[config.mk]
export PLATFORM = sky130hd
export DESIGN_NAME = pll_spi_responder_flat
export DESIGN_NICKNAME = d
export VERILOG_FILES = /design/src/rtl/pll_spi_responder_if.sv /design/src/rtl/pll_spi_responder.sv /design/src/flat_wrapper.sv
export SDC_FILE = /design/constraint.sdc
export NUM_CORES = 1
export LEC_CHECK = 0
export CAP_MARGIN = 20
export CORE_MARGIN = 4
export CORE_UTILIZATION = 30
export DETAILED_ROUTE_END_ITERATION = 8
export DONT_BUFFER_PORTS = 1
export GPL_ROUTABILITY_DRIVEN = 0
export HOLD_SLACK_MARGIN = 0.03
export PLACE_DENSITY = 0.48
export SYNTH_ARGS = -nofsm -noshare
export SYNTH_HDL_FRONTEND = slang
export SYNTH_SLANG_ARGS = --single-unit
[constraint.sdc]
create_clock -name sysclk -period 14.2 [get_ports sysclk]
set_clock_uncertainty 0.05 [all_clocks]
set_input_delay 2.13 -clock sysclk [delete_from_list [all_inputs] [get_ports sysclk]]
set_output_delay 2.13 -clock sysclk [all_outputs]
set_load 0.01 [all_outputs]
[src/rtl/pll_spi_responder_if.sv]
// SPI pin bundle for the PLL programming port (CPOL=0, active-low chip select).
// Master drives clock, select and MOSI; the responder drives MISO.
// The interface holds only wires; timing lives in the endpoints.
interface pll_spi_responder_if;
  logic spi_clk;
  logic spi_cs_INV;
  logic spi_mosi;
  logic spi_miso;

  modport master (output spi_clk, output spi_cs_INV, output spi_mosi, input spi_miso);
  modport slave  (input spi_clk, input spi_cs_INV, input spi_mosi, output spi_miso);
endinterface

[src/rtl/pll_spi_responder.sv]
// SPI register responder: 32-bit LSB-first frames (addr [3:0], data [31:4]) into a register file.
// Latency: register update / strobe SYNC_STAGES+1 sysclk after the pin cs rise; frame_err same.
// No backpressure: the SPI master owns timing, each spi_clk phase must last >= 2 sysclk periods.
module pll_spi_responder #(
  parameter int         NUM_REGS    = 3,
  parameter logic [3:0] ADDR_READ   = 4'hE,
  parameter int         SYNC_STAGES = 2
) (
  input  logic                     sysclk,
  input  logic                     reset_INV,
  pll_spi_responder_if.slave       spi,
  input  logic [27:0]              status_in,
  output logic [NUM_REGS*28-1:0]   reg_data,
  output logic [NUM_REGS-1:0]      reg_wr_strobe,
  output logic                     frame_err
);

  typedef enum logic [1:0] {IDLE, SHIFT, DECODE} state_t;

  state_t                 state, state_nxt;
  logic [1:0]             rst_ff;
  logic                   rst_sync_n;
  logic [SYNC_STAGES-1:0] clk_sync, cs_sync, mosi_sync;
  logic                   clk_prev, cs_prev;
  logic                   clk_s, cs_s, mosi_s;
  logic                   clk_rise, clk_fall, cs_rise, cs_fall;
  logic [5:0]             count;
  logic [31:0]            rx, tx, tx_load;
  logic [3:0]             sel;
  logic                   wr_en, sel_en, err_en;

  // Reset asserts asynchronously and releases on a sysclk edge.
  always_ff @(posedge sysclk or negedge reset_INV) begin
    if (!reset_INV) rst_ff <= 2'b00;
    else            rst_ff <= {rst_ff[0], 1'b1};
  end
  assign rst_sync_n = rst_ff[1];

  // Pin synchronisers; select idles high so reset never fakes a cs fall.
  always_ff @(posedge sysclk or negedge rst_sync_n) begin
    if (!rst_sync_n) begin
      clk_sync  <= '0;
      cs_sync   <= '1;
      mosi_sync <= '0;
      clk_prev  <= 1'b0;
      cs_prev   <= 1'b1;
    end else begin
      clk_sync  <= {clk_sync[SYNC_STAGES-2:0], spi.spi_clk};
      cs_sync   <= {cs_sync[SYNC_STAGES-2:0], spi.spi_cs_INV};
      mosi_sync <= {mosi_sync[SYNC_STAGES-2:0], spi.spi_mosi};
      clk_prev  <= clk_s;
      cs_prev   <= cs_s;
    end
  end

  assign clk_s    = clk_sync[SYNC_STAGES-1];
  assign cs_s     = cs_sync[SYNC_STAGES-1];
  assign mosi_s   = mosi_sync[SYNC_STAGES-1];
  assign clk_rise = clk_s & ~clk_prev;
  assign clk_fall = ~clk_s & clk_prev;
  assign cs_rise  = cs_s & ~cs_prev;
  assign cs_fall  = ~cs_s & cs_prev;

  // State register.
  always_ff @(posedge sysclk or negedge rst_sync_n) begin
    if (!rst_sync_n) state <= IDLE;
    else             state <= state_nxt;
  end

  // Next-state: select edges frame the transfer, decode lasts one cycle.
  always_comb begin
    state_nxt = state;
    case (state)
      IDLE:    if (cs_fall) state_nxt = SHIFT;
      SHIFT:   if (cs_rise) state_nxt = DECODE;
      DECODE:  state_nxt = IDLE;
      default: state_nxt = IDLE;
    endcase
  end

  // Frame decode at the cs rise; its effects are registered into the DECODE cycle.
  always_comb begin
    wr_en  = 1'b0;
    sel_en = 1'b0;
    err_en = 1'b0;
    if (state == SHIFT && cs_rise) begin
      if (count != 6'd32)                 err_en = 1'b1;
      else if (rx[3:0] < 4'(NUM_REGS))    wr_en  = 1'b1;
      else if (rx[3:0] == ADDR_READ)      sel_en = 1'b1;
    end
  end

  assign spi.spi_miso = (state == SHIFT) ? tx[0] : 1'b0;

  // Readback word chosen by the select latched from an earlier frame.
  always_comb begin
    tx_load = '0;
    if (sel == 4'hF) tx_load = {status_in, 4'hF};
    for (int n = 0; n < NUM_REGS; n++) begin
      if (sel == n[3:0]) tx_load = {reg_data[28*n +: 28], sel};
    end
  end

  // Shift engine and register file; registers only change on a decoded frame.
  always_ff @(posedge sysclk or negedge rst_sync_n) begin
    if (!rst_sync_n) begin
      reg_data      <= '0;
      reg_wr_strobe <= '0;
      frame_err     <= 1'b0;
      sel           <= 4'h0;
      count         <= '0;
      rx            <= '0;
      tx            <= '0;
    end else begin
      reg_wr_strobe <= '0;
      frame_err     <= err_en;
      for (int n = 0; n < NUM_REGS; n++) begin
        if (wr_en && rx[3:0] == n[3:0]) begin
          reg_data[28*n +: 28] <= rx[31:4];
          reg_wr_strobe[n]     <= 1'b1;
        end
      end
      if (sel_en) sel <= rx[7:4];
      if (state == IDLE && cs_fall) begin
        count <= '0;
        rx    <= '0;
        tx    <= tx_load;
      end else if (state == SHIFT && !cs_rise) begin
        if (clk_rise) begin
          if (count < 6'd32)  rx[count[4:0]] <= mosi_s;
          if (count != 6'd33) count <= count + 6'd1;
        end
        if (clk_fall) tx <= {1'b0, tx[31:1]};
      end
    end
  end

endmodule

[src/flat_wrapper.sv]
// flat-port wrapper written by rule: the top's interface ports become plain ports
module pll_spi_responder_flat 
#(
  parameter int         NUM_REGS    = 3,
  parameter logic [3:0] ADDR_READ   = 4'hE,
  parameter int         SYNC_STAGES = 2
)
  (sysclk, reset_INV, status_in, reg_data, reg_wr_strobe, frame_err, spi_spi_clk, spi_spi_cs_INV, spi_spi_mosi, spi_spi_miso);
  pll_spi_responder_if spi_i ();
  input  logic sysclk;
  input  logic reset_INV;
  input  logic [27:0] status_in;
  output logic [NUM_REGS*28-1:0] reg_data;
  output logic [NUM_REGS-1:0] reg_wr_strobe;
  output logic frame_err;
  input wire logic [$bits(spi_i.spi_clk)-1:0] spi_spi_clk;
  input wire logic [$bits(spi_i.spi_cs_INV)-1:0] spi_spi_cs_INV;
  input wire logic [$bits(spi_i.spi_mosi)-1:0] spi_spi_mosi;
  output wire logic [$bits(spi_i.spi_miso)-1:0] spi_spi_miso;
  assign spi_i.spi_clk = spi_spi_clk;
  assign spi_i.spi_cs_INV = spi_spi_cs_INV;
  assign spi_i.spi_mosi = spi_spi_mosi;
  assign spi_spi_miso = spi_i.spi_miso;
  pll_spi_responder #(.NUM_REGS(NUM_REGS), .ADDR_READ(ADDR_READ), .SYNC_STAGES(SYNC_STAGES)) u_core (.sysclk(sysclk), .reset_INV(reset_INV), .spi(spi_i), .status_in(status_in), .reg_data(reg_data), .reg_wr_strobe(reg_wr_strobe), .frame_err(frame_err));
endmodule
==> results.yml, run 1 <==
outcome:
  status: "complete, no violations"
routing:
  totalWireLength_mm: 24.1
  ant_nets: 0
  drtPass1Iterations: 5
  drc: 0
  drt_iter0_drc: 483
  vias: 5802
  vias_per_cell: 5.53
  post_drt_wl_per_cell_um: 23.0
sta:
  max_freq_mhz: 268
  post-route-min-period_ps: 3730
  tightest_slew_ps: 1050
  period_share: 0.263
  setup_tns_ps: 0
  setup_ws_ps: 10470
  rsz0062_at_grt: "no"
  setup_violations: 0
  finalHoldViolCount: 0
  slew_headroom: 0.300
  whs_ps: 301
  report.final.slew_viol_count: 0
power_and_ir_drop:
  switching_share: 0.298
  p_switching_mw: 0.359
  internal-power_mw: 0.845
  power_mw: 1.20
  ir_drop_uv: 85.1
  p_leak_nw: 3.97
  p_seq_frac: 0.488
  clockPowerShare: 0.386
  combPwrFrac: 0.126
  cellPowerDensity_nw_per_um2: 136
clock_tree:
  cts_hold_buffers: 0
  cts-resized-gates: 0
  cts_root_buf: "clkbuf_16"
  post_cts_buffers: 0
  cts.sinks: 174
  cts_tree: "done"
  clk_pin_slew_ps: 70
  cts_buffer_depth: 2
  numCtsBuffers: 17
  clk_latency_ps: 430
  htree_levels: 4
critical_path:
  cp-start-kind: "register"
  worstPathArrival_ps: 1550
  crit_slowest_cell: "dfrtp_1"
  critPathMaxFanout: 8
  worstSetupPathType: "register to output pin"
  worst_path_largest_cell_delay_ps: 470
  crit_required_ps: 12020
  crit_chain: "nor2b_1 > and2_1"
  cp-end-kind: "output pin"
synth:
  synth_edf_count: 0
  syn_area_um2: 8020
  ys_ff_latch: 174
  ys_seq_area_frac: 0.544
  synth_flop_cell: "dfrtp_1"
  synthDistinctLibCells: 53
  async_flop_share: 1.00
  syn_avg_cell_area_um2: 11.0
  syn-num-nets: 765
  ys.warnings.count: 0
  syn_inst: 728
layout:
  insertedDiodeCount: 0
  final_nets: 739
  fill_cells: 2580
  area.growth.synth_to_final_pct: 10.6
  regArea_um2: 4360
  layout-drive-gt1-share: 0.208
  design_area_um2: 8870
  multi_input_area_um2: 3370
die:
  io_pins: 122
  die_x_um: 171
  rows: 59
  start_util: 0.306
  core_area_um2: 26200
  dieArea_um2: 29400
  die_y_um: 171
global_routing:
  grt_overflow_total: 0
  antenna_found_initial: 0
  grt_use_total: 0.162
  grt_pass1_vias: 5890
  grt_pass1_wl_mm: 36.7
  grt_start_max_net_pins: 64
placed_design:
  dp_hpwl_mm: 16.0
  place_ws_ps: 10910
  placed_area_um2: 8270
  port_buffers: 0
min_path:
  worstHoldPathType: "register to register"
job:
  maxCapViolCount: 0
sequential cells by signal, indices dropped and copies added, names as in the netlist:
signal	cells
u_core.clk_prev	1
u_core.clk_sync	2
u_core.count	6
u_core.cs_prev	1
u_core.cs_sync	2
u_core.frame_err	1
u_core.mosi_sync	2
u_core.reg_data	84
u_core.reg_wr_strobe	3
u_core.rst_ff	2
u_core.rx	32
u_core.sel	4
u_core.state	2
u_core.tx	32
synth_stat cells (all sizes together) (4+ instances only):
cell type	number	area, µm²
mux2	89	1080
dfrtp	171	4280
or3	11	73.8
nand2b	4	25.0
a21oi	84	420
o21ai	90	450
ha	4	50.1
nor2	39	146
nor3	5	25.0
a32oi	15	131
o2bb2ai	21	184
nand3	5	25.0
inv	12	45.0
nor2b	9	56.3
clkbuf	43	161
a2bb2oi	6	52.6
or3b	4	35.0
o22ai	11	68.8
nand3b	4	30.0
nand2	44	165
buf	13	108
placed cells by master, fill, tap and decap left out, types with 9 or more instances in the layout:
cell type,netlist,routed
a21oi_1,84,84
a32oi_1,15,15
buf_4,0,10
clkbuf_16,0,17
dfrtp_1,171,170
inv_1,12,12
mux2_2,67,67
mux2_4,22,22
nand2_1,44,44
nor2_1,39,39
nor2b_1,9,9
o21ai_0,90,90
o22ai_1,11,11
o2bb2ai_1,21,21
or3_1,10,9
routing by layer:
| metal | GRT usage | vias to the layer above | share of wire |
|---|---|---|---|
| li1 | - | 2597 | - |
| met1 | 0.213 | 2989 | 0.43 |
| met2 | 0.267 | 191 | 0.49 |
| met3 | 0.0437 | 25 | 0.062 |
| met4 | 0.0420 | 0 | 0.013 |
| met5 | 0 | - | 0 |
cell type report:
class                      count  area share
clock buffer                  19      0.0500
tap                          335      0.0473
timing repair buffer          11      0.0116
sequential                   174       0.492
inverter                      12     0.00508
clock inverter                13      0.0144
multi-input combinational    486       0.380
final timing paths:
path,startpoint,endpoint,slack [ps],cells after the start
setup / recovery,u_core.state[0],spi_spi_miso,10470,2
hold / removal,u_core.clk_sync[0],u_core.clk_sync[1],300,0
setup reg to reg,u_core.count[4],u_core.reg_data[7],11000,4
hold reg to reg,u_core.clk_sync[0],u_core.clk_sync[1],300,0
max in group asynchronous,u_core.rst_ff[1],u_core.rx[12],12350,1
min in group asynchronous,u_core.rst_ff[1],u_core.reg_data[61],390,0
worst max-delay path: cells and delay by family (launching register included):
kind,cells,cell delay (ps)
AND/OR/NAND/NOR,2,660
flip-flops,1,470
metrics by stage:
stage	util	std cells
after floorplan	-	728
after global placement	0.315	1017
after detailed placement	0.315	1017
after CTS	0.337	1049
after global routing	0.338	1050
final	0.338	1050
power by group through the flow:
| stage | Combinational [mW] | Sequential [mW] | Clock, mW |
|---|---|---|---|
| floorplan | 0.117 | 0.579 | 0 |
| global placement | 0.146 | 0.593 | 0 |
| detailed placement | 0.150 | 0.596 | 0 |
| CTS | 0.151 | 0.587 | 0.476 |
| global route | 0.169 | 0.594 | 0.493 |
| finish | 0.152 | 0.587 | 0.465 |
kinds of logic after synthesis:
kind of cell / share of synthesized area
AOI/OAI and AO/OA: 0.176
buffers and inverters: 0.0392
adders and majority gates: 0.00624
and+or+nand+nor: 0.0964
other: 0.000468
DFF: 0.544
muxes: 0.138
Power figures use the tool's default switching activity.
==> run 2: changes to the inputs <==
--- a/config.mk
+++ b/config.mk
@@ -5,6 +5,7 @@
 export SDC_FILE = /design/constraint.sdc
 export NUM_CORES = 1
 export LEC_CHECK = 0
+export ABC_AREA = 1
 export CAP_MARGIN = 20
 export CORE_MARGIN = 4
 export CORE_UTILIZATION = 30
@@ -12,7 +13,7 @@
 export DONT_BUFFER_PORTS = 1
 export GPL_ROUTABILITY_DRIVEN = 0
 export HOLD_SLACK_MARGIN = 0.03
-export PLACE_DENSITY = 0.48
+export PLACE_DENSITY = 0.49
 export SYNTH_ARGS = -nofsm -noshare
 export SYNTH_HDL_FRONTEND = slang
 export SYNTH_SLANG_ARGS = --single-unit
==> constraint.sdc (replaced) <==
create_clock -name sysclk -period 3.3 [get_ports sysclk]
set_clock_uncertainty 0.05 [all_clocks]
set_input_delay 0.495 -clock sysclk [delete_from_list [all_inputs] [get_ports sysclk]]
set_output_delay 0.495 -clock sysclk [all_outputs]
set_load 0.01 [all_outputs]
==> run 2 against run 1 <==
Largest cell class unchanged. Core utilization is 0.30 points lower. Critical endpoint is now u_core.rx[2]. Final cell count is 40% higher. Total power grew to 4.6 times the previous value. Clock-buffer cell count is 2 higher. Non-clock buffer count rose by 11.
==> results.yml, run 2 <==
outcome:
  status: "complete, no violations"
die:
  rows: 62
  start_util: 0.304
  core_area_um2: 28700
  die_y_um: 179
  die_x_um: 179
  dieArea_um2: 31900
  io_pins: 122
synth:
  syn_inst: 1095
  synthTopCellsByCount: "367 x nand2_1, 171 x dfrtp_1, 94 x inv_1"
  synth.most_common_cell: "nand2_1"
  syn-num-nets: 1132
  synth_flop_cell: "dfrtp_1"
  syn_area_um2: 8720
  async_flop_share: 1.00
  synth_area_leaders: "dfrtp_1 49%, nand2_1 16%, nand3_1 4.7%, inv_1 4.0%, o21ai_0 3.4%"
  synth_top_area_share: 0.491
  synthDistinctLibCells: 32
  synth_edf_count: 0
  ys_seq_area_frac: 0.500
  ys_ff_latch: 174
  syn_avg_cell_area_um2: 7.97
  synth_top_area_cell: "dfrtp_1"
  ys.warnings.count: 0
clock_tree:
  cts_buffer_depth: 2
  numCtsBuffers: 17
  cts-resized-gates: 0
  cts_tree: "done"
  clk_latency_ps: 440
  cts_root_buf: "clkbuf_16"
  htree_levels: 4
  clk_pin_slew_ps: 70
  cts.sinks: 174
layout:
  regArea_um2: 4360
  area.growth.synth_to_final_pct: 10.3
  final_cell_mix: "367 x nand2_1, 170 x dfrtp_1, 94 x inv_1, 82 x nand3_1, 70 x nor2_1"
  design_area_um2: 9620
  top_register: "u_core.reg_data"
  fill_cells: 3049
  post-route-util: 0.335
  reg_top3: "u_core.reg_data x84, u_core.rx x32, u_core.tx x32"
  layout-drive-gt1-share: 0.114
  multi_input_area_um2: 3570
  insertedDiodeCount: 0
  final_nets: 1110
  largest_reg_flops: 84
  fin_cells: 1470
  layout_commonest_cell: "nand2_1"
routing:
  drc: 0
  post_drt_wl_per_cell_um: 18.0
  vias_per_cell: 4.76
  totalWireLength_mm: 26.5
  drt_iter0_drc: 490
  vias: 6997
  ant_nets: 0
  drtPass1Iterations: 5
global_routing:
  antenna_found_initial: 0
  grt_pass1_vias: 6728
  grt_overflow_total: 0
  grt_start_max_net_pins: 95
  grt_use_total: 0.167
  grt_pass1_wl_mm: 40.6
sta:
  whs_ps: 220
  slew_headroom: 0.371
  post-route-min-period_ps: 2420
  setup_tns_ps: 0
  report.final.slew_viol_count: 0
  setup_violations: 0
  max_freq_mhz: 413
  period_share: 0.733
  setup_ws_ps: 880
  tightest_slew_ps: 941
  rsz0062_at_grt: "no"
  finalHoldViolCount: 0
power_and_ir_drop:
  ir_drop_uv: 280
  power_mw: 5.55
  p_leak_nw: 4.53
  cellPowerDensity_nw_per_um2: 576
critical_path:
  cp-start-kind: "register"
  r2r_cells: 7
  r2r-end: "u_core.rx[2]"
  reg2reg_from: "u_core.cs_prev"
  cp_common_cell: "nand2_1"
  crit_chain: "nand3_2 > o21ai_2 > nand2_2 > inv_2 > nand2_1 > nand2_1 > nand2_1"
  cp-end-kind: "register"
  crit_required_ps: 3570
  r2r_slack_ps: 880
  crit_slowest_cell: "inv_2"
  worst_path_largest_cell_delay_ps: 630
  worstSetupPathType: "register to register"
  worstPathArrival_ps: 2690
  critPathMaxFanout: 47
placed_design:
  placed_area_um2: 8970
  place_ws_ps: 910
  dp.cells: 1434
  dp_hpwl_mm: 18.5
  port_buffers: 0
min_path:
  worstHoldPathType: "input pin to asynchronous set/reset pin"
job:
  maxCapViolCount: 0
-- run 2: cell types whose count changed in the layout (fill, tap and decap cells not counted), moves of 42 or more --
cell,change
nand3_1,+77
mux2_2,-67
o21ai_1,+42
a21oi_1,-69
nand2_1,+323
inv_1,+82
-- run 2: repair_timing --
| item | CTS | global route |
|---|---|---|
| hold buffers | 4 | 0 |
| hold endpoints to repair | 5 | 0 |
| buffers inserted | 0 | 0 |
-- run 2: critical path, delay by kind of cell, from the launching register on --
| family | cells | cell delay [ps] |
|---|---|---|
| buf+inv | 1 | 630 |
| simple gates | 5 | 780 |
| compound gates | 1 | 230 |
| flops | 1 | 560 |
-- run 2: cell families (layout without fill, tap and decap cells) --
kind of cell | Yosys count | after routing | synth area share
flip-flops | 174 | 174 | 0.500
buffers and inverters | 164 | 155 | 0.0931
adder cells (fa/ha/maj) | 4 | 4 | 0.00574
AO/OA/AOI/OAI | 158 | 158 | 0.106
AND/OR/NAND/NOR | 594 | 594 | 0.295
other | 1 | 1 | 0.000430
-- run 2: metal layers --
layer	GRT usage	wire, µm	vias to the layer above
met5	0	0	-
met1	0.231	12300	3371
li1	-	-	3434
met3	0.0390	1400	36
met2	0.257	12100	156
met4	0.0588	620	0
-- run 2: how the worst max path moves through the flow --
stage                           startpoint               to  slack (ps)  cells after the start
final                       u_core.cs_prev     u_core.rx[2]         880                      7
after global routing       u_core.state[1]     u_core.rx[5]         660                      8
after detailed placement    u_core.cs_prev     u_core.rx[2]         910                      7
after floorplan           u_core.rst_ff[1]  u_core.clk_prev         380                      0
after CTS                   u_core.cs_prev     u_core.rx[7]         890                      7
after global placement      u_core.cs_prev    u_core.rx[26]        1020                      7
-- run 2: cell type report --
cell class,count,area share
clock buffer,21,0.0478
clock inverter,11,0.0163
inverter,101,0.0397
multi-input combinational,757,0.371
sequential,174,0.453
tap,384,0.0499
timing repair buffer,22,0.0221
-- run 2: report_power, final --
group	internal, mW	switching, mW	leakage, nW
clock network	1.24	0.900	0.303
registers	2.35	0.158	2.36
logic	0.282	0.609	1.87
==> run 3: changes to the inputs <==
==> constraint.sdc (replaced) <==
create_clock -name sysclk -period 1.99 [get_ports sysclk]
set_clock_uncertainty 0.05 [all_clocks]
set_input_delay 0.2985 -clock sysclk [delete_from_list [all_inputs] [get_ports sysclk]]
set_output_delay 0.2985 -clock sysclk [all_outputs]
set_load 0.01 [all_outputs]
==> run 3 against run 2 <==
Worst hold slack lost 130 ps. Sequential share of layout area shrank 1.1 points. Flip-flop and latch count is the same. Clock power grew 54%. Die area is the same. Non-clock buffer count grew 24. First-iteration DRC count shrank 0.41%. Clock-buffer cell count shrank 4. Largest cell class unchanged.
==> results.yml, run 3 (same netlist as run 2, synthesis figures left out) <==
layout:
  final_cell_mix: "367 x nand2_1, 170 x dfrtp_1, 94 x inv_1, 82 x nand3_1, 70 x nor2_1"
  layout_commonest_cell: "nand2_1"
  final_nets: 1134
  layout-drive-gt1-share: 0.134
  reg_top3: "u_core.reg_data x84, u_core.rx x32, u_core.tx x32"
  insertedDiodeCount: 0
  area.growth.synth_to_final_pct: 13.1
  largest_reg_flops: 84
  top_register: "u_core.reg_data"
  design_area_um2: 9870
job:
  maxCapViolCount: 0
routing:
  vias_per_cell: 4.70
  drc: 0
  post_drt_wl_per_cell_um: 17.6
  totalWireLength_mm: 26.2
  vias: 7024
  ant_nets: 0
  drt_iter0_drc: 488
  drtPass1Iterations: 5
die:
  die_x_um: 179
  die_y_um: 179
  core_area_um2: 28700
  rows: 62
  dieArea_um2: 31900
  io_pins: 122
  start_util: 0.304
sta:
  period_share: 0.919
  whs_ps: 93.3
  slew_headroom: 0.536
  rsz0062_at_grt: "no"
  setup_violations: 0
  report.final.slew_viol_count: 0
  tightest_slew_ps: 695
  post-route-min-period_ps: 1830
  finalHoldViolCount: 0
  max_freq_mhz: 547
power_and_ir_drop:
  ir_drop_uv: 542
  p_leak_nw: 4.65
  cellPowerDensity_nw_per_um2: 922
placed_design:
  placed_area_um2: 9240
  port_buffers: 0
  dp_hpwl_mm: 18.8
clock_tree:
  cts.sinks: 174
  htree_levels: 4
  cts_root_buf: "clkbuf_16"
  cts_tree: "done"
  cts_buffer_depth: 2
  clk_latency_ps: 440
  numCtsBuffers: 17
  clk_pin_slew_ps: 80
  post_cts_buffers: 0
global_routing:
  grt_start_max_net_pins: 52
  grt_overflow_total: 0
  grt_use_total: 0.170
  antenna_found_initial: 0
  grt_pass1_vias: 6879
  grt_pass1_wl_mm: 41.0
critical_path:
  cp-end-kind: "register"
  critPathMaxFanout: 39
  crit_required_ps: 2270
  worstPathArrival_ps: 2110
  worstSetupPathType: "register to register"
  cp-start-kind: "register"
outcome:
  status: "complete, no violations"
min_path:
  worstHoldPathType: "input pin to register"
[run 3: cell types whose count changed in the layout (fill, tap and decap cells not counted), sizes merged]
cell	previous run	this run
clkinv	5	2
dlygate4sd3	4	5
bufinv	3	0
buf	18	41
inv	104	110
clkinvlp	0	4
clkbuf	21	17
[run 3: path summary, 6_finish.rpt]
kind / from / slack (ps) / end / depth (start not counted)
min: status_in[3] / 90 / u_core.tx[7] / 6
max: u_core.cs_sync[1] / 160 / u_core.tx[8] / 7
max in group asynchronous: u_core.rst_ff[1] / 1000 / u_core.cs_prev / 1
min reg2reg: u_core.rst_ff[1] / 290 / u_core.rx[6] / 0
min in group asynchronous: u_core.rst_ff[1] / 290 / u_core.rx[6] / 0
max reg2reg: u_core.cs_sync[1] / 160 / u_core.tx[8] / 7
[run 3: layout make-up]
type | count | area, µm²
clock inverter | 15 | 146
clock buffer | 17 | 425
timing repair buffer | 46 | 495
multi-input combinational | 757 | 3580
fill | 3009 | 18800
sequential | 174 | 4360
inverter | 101 | 382
tap | 384 | 480
[run 3: stage by stage]
step                 util  total power [mW]  setup WS (ps)  std cells  TNS [ps]
global placement    0.322              5.84          -15.7       1457     -15.7
global route        0.344              9.63           14.8       1494         0
finish              0.344              9.10            162       1494         0
detailed placement  0.322              5.85          -1.85       1457     -1.85
CTS                 0.344              9.20            152       1494         0
floorplan               -              5.33            146       1095         0
[run 3: report_power, final]
part | switching, mW | internal [mW]
Combinational | 1.07 | 0.581
Sequential | 0.244 | 3.90
Clock | 1.64 | 1.67
Total | 2.95 | 6.15
[run 3: critical path, stage by stage, from the launching register on]
cell and delay [ps]:
dfstp_2 560, inv_1 60, nand3_2 200, nand2_4 70
inv_2 510, nor2_1 90, nand2_1 100, nand2_1 60
[run 3: layer usage]
metal | global-route usage | share of wire | vias up
li1 | - | - | 3501
met1 | 0.230 | 0.46 | 3327
met2 | 0.266 | 0.46 | 166
met3 | 0.0411 | 0.057 | 30
met4 | 0.0569 | 0.022 | 0
met5 | 0 | 0 | -
[run 3: repair_timing]
| item | 4_1_cts | 5_1_grt |
|---|---|---|
| hold buffers | 5 | 0 |
| resized for setup | 1 | 0 |
| setup endpoints to repair | 2 | 0 |
| hold endpoints to repair | 5 | 0 |
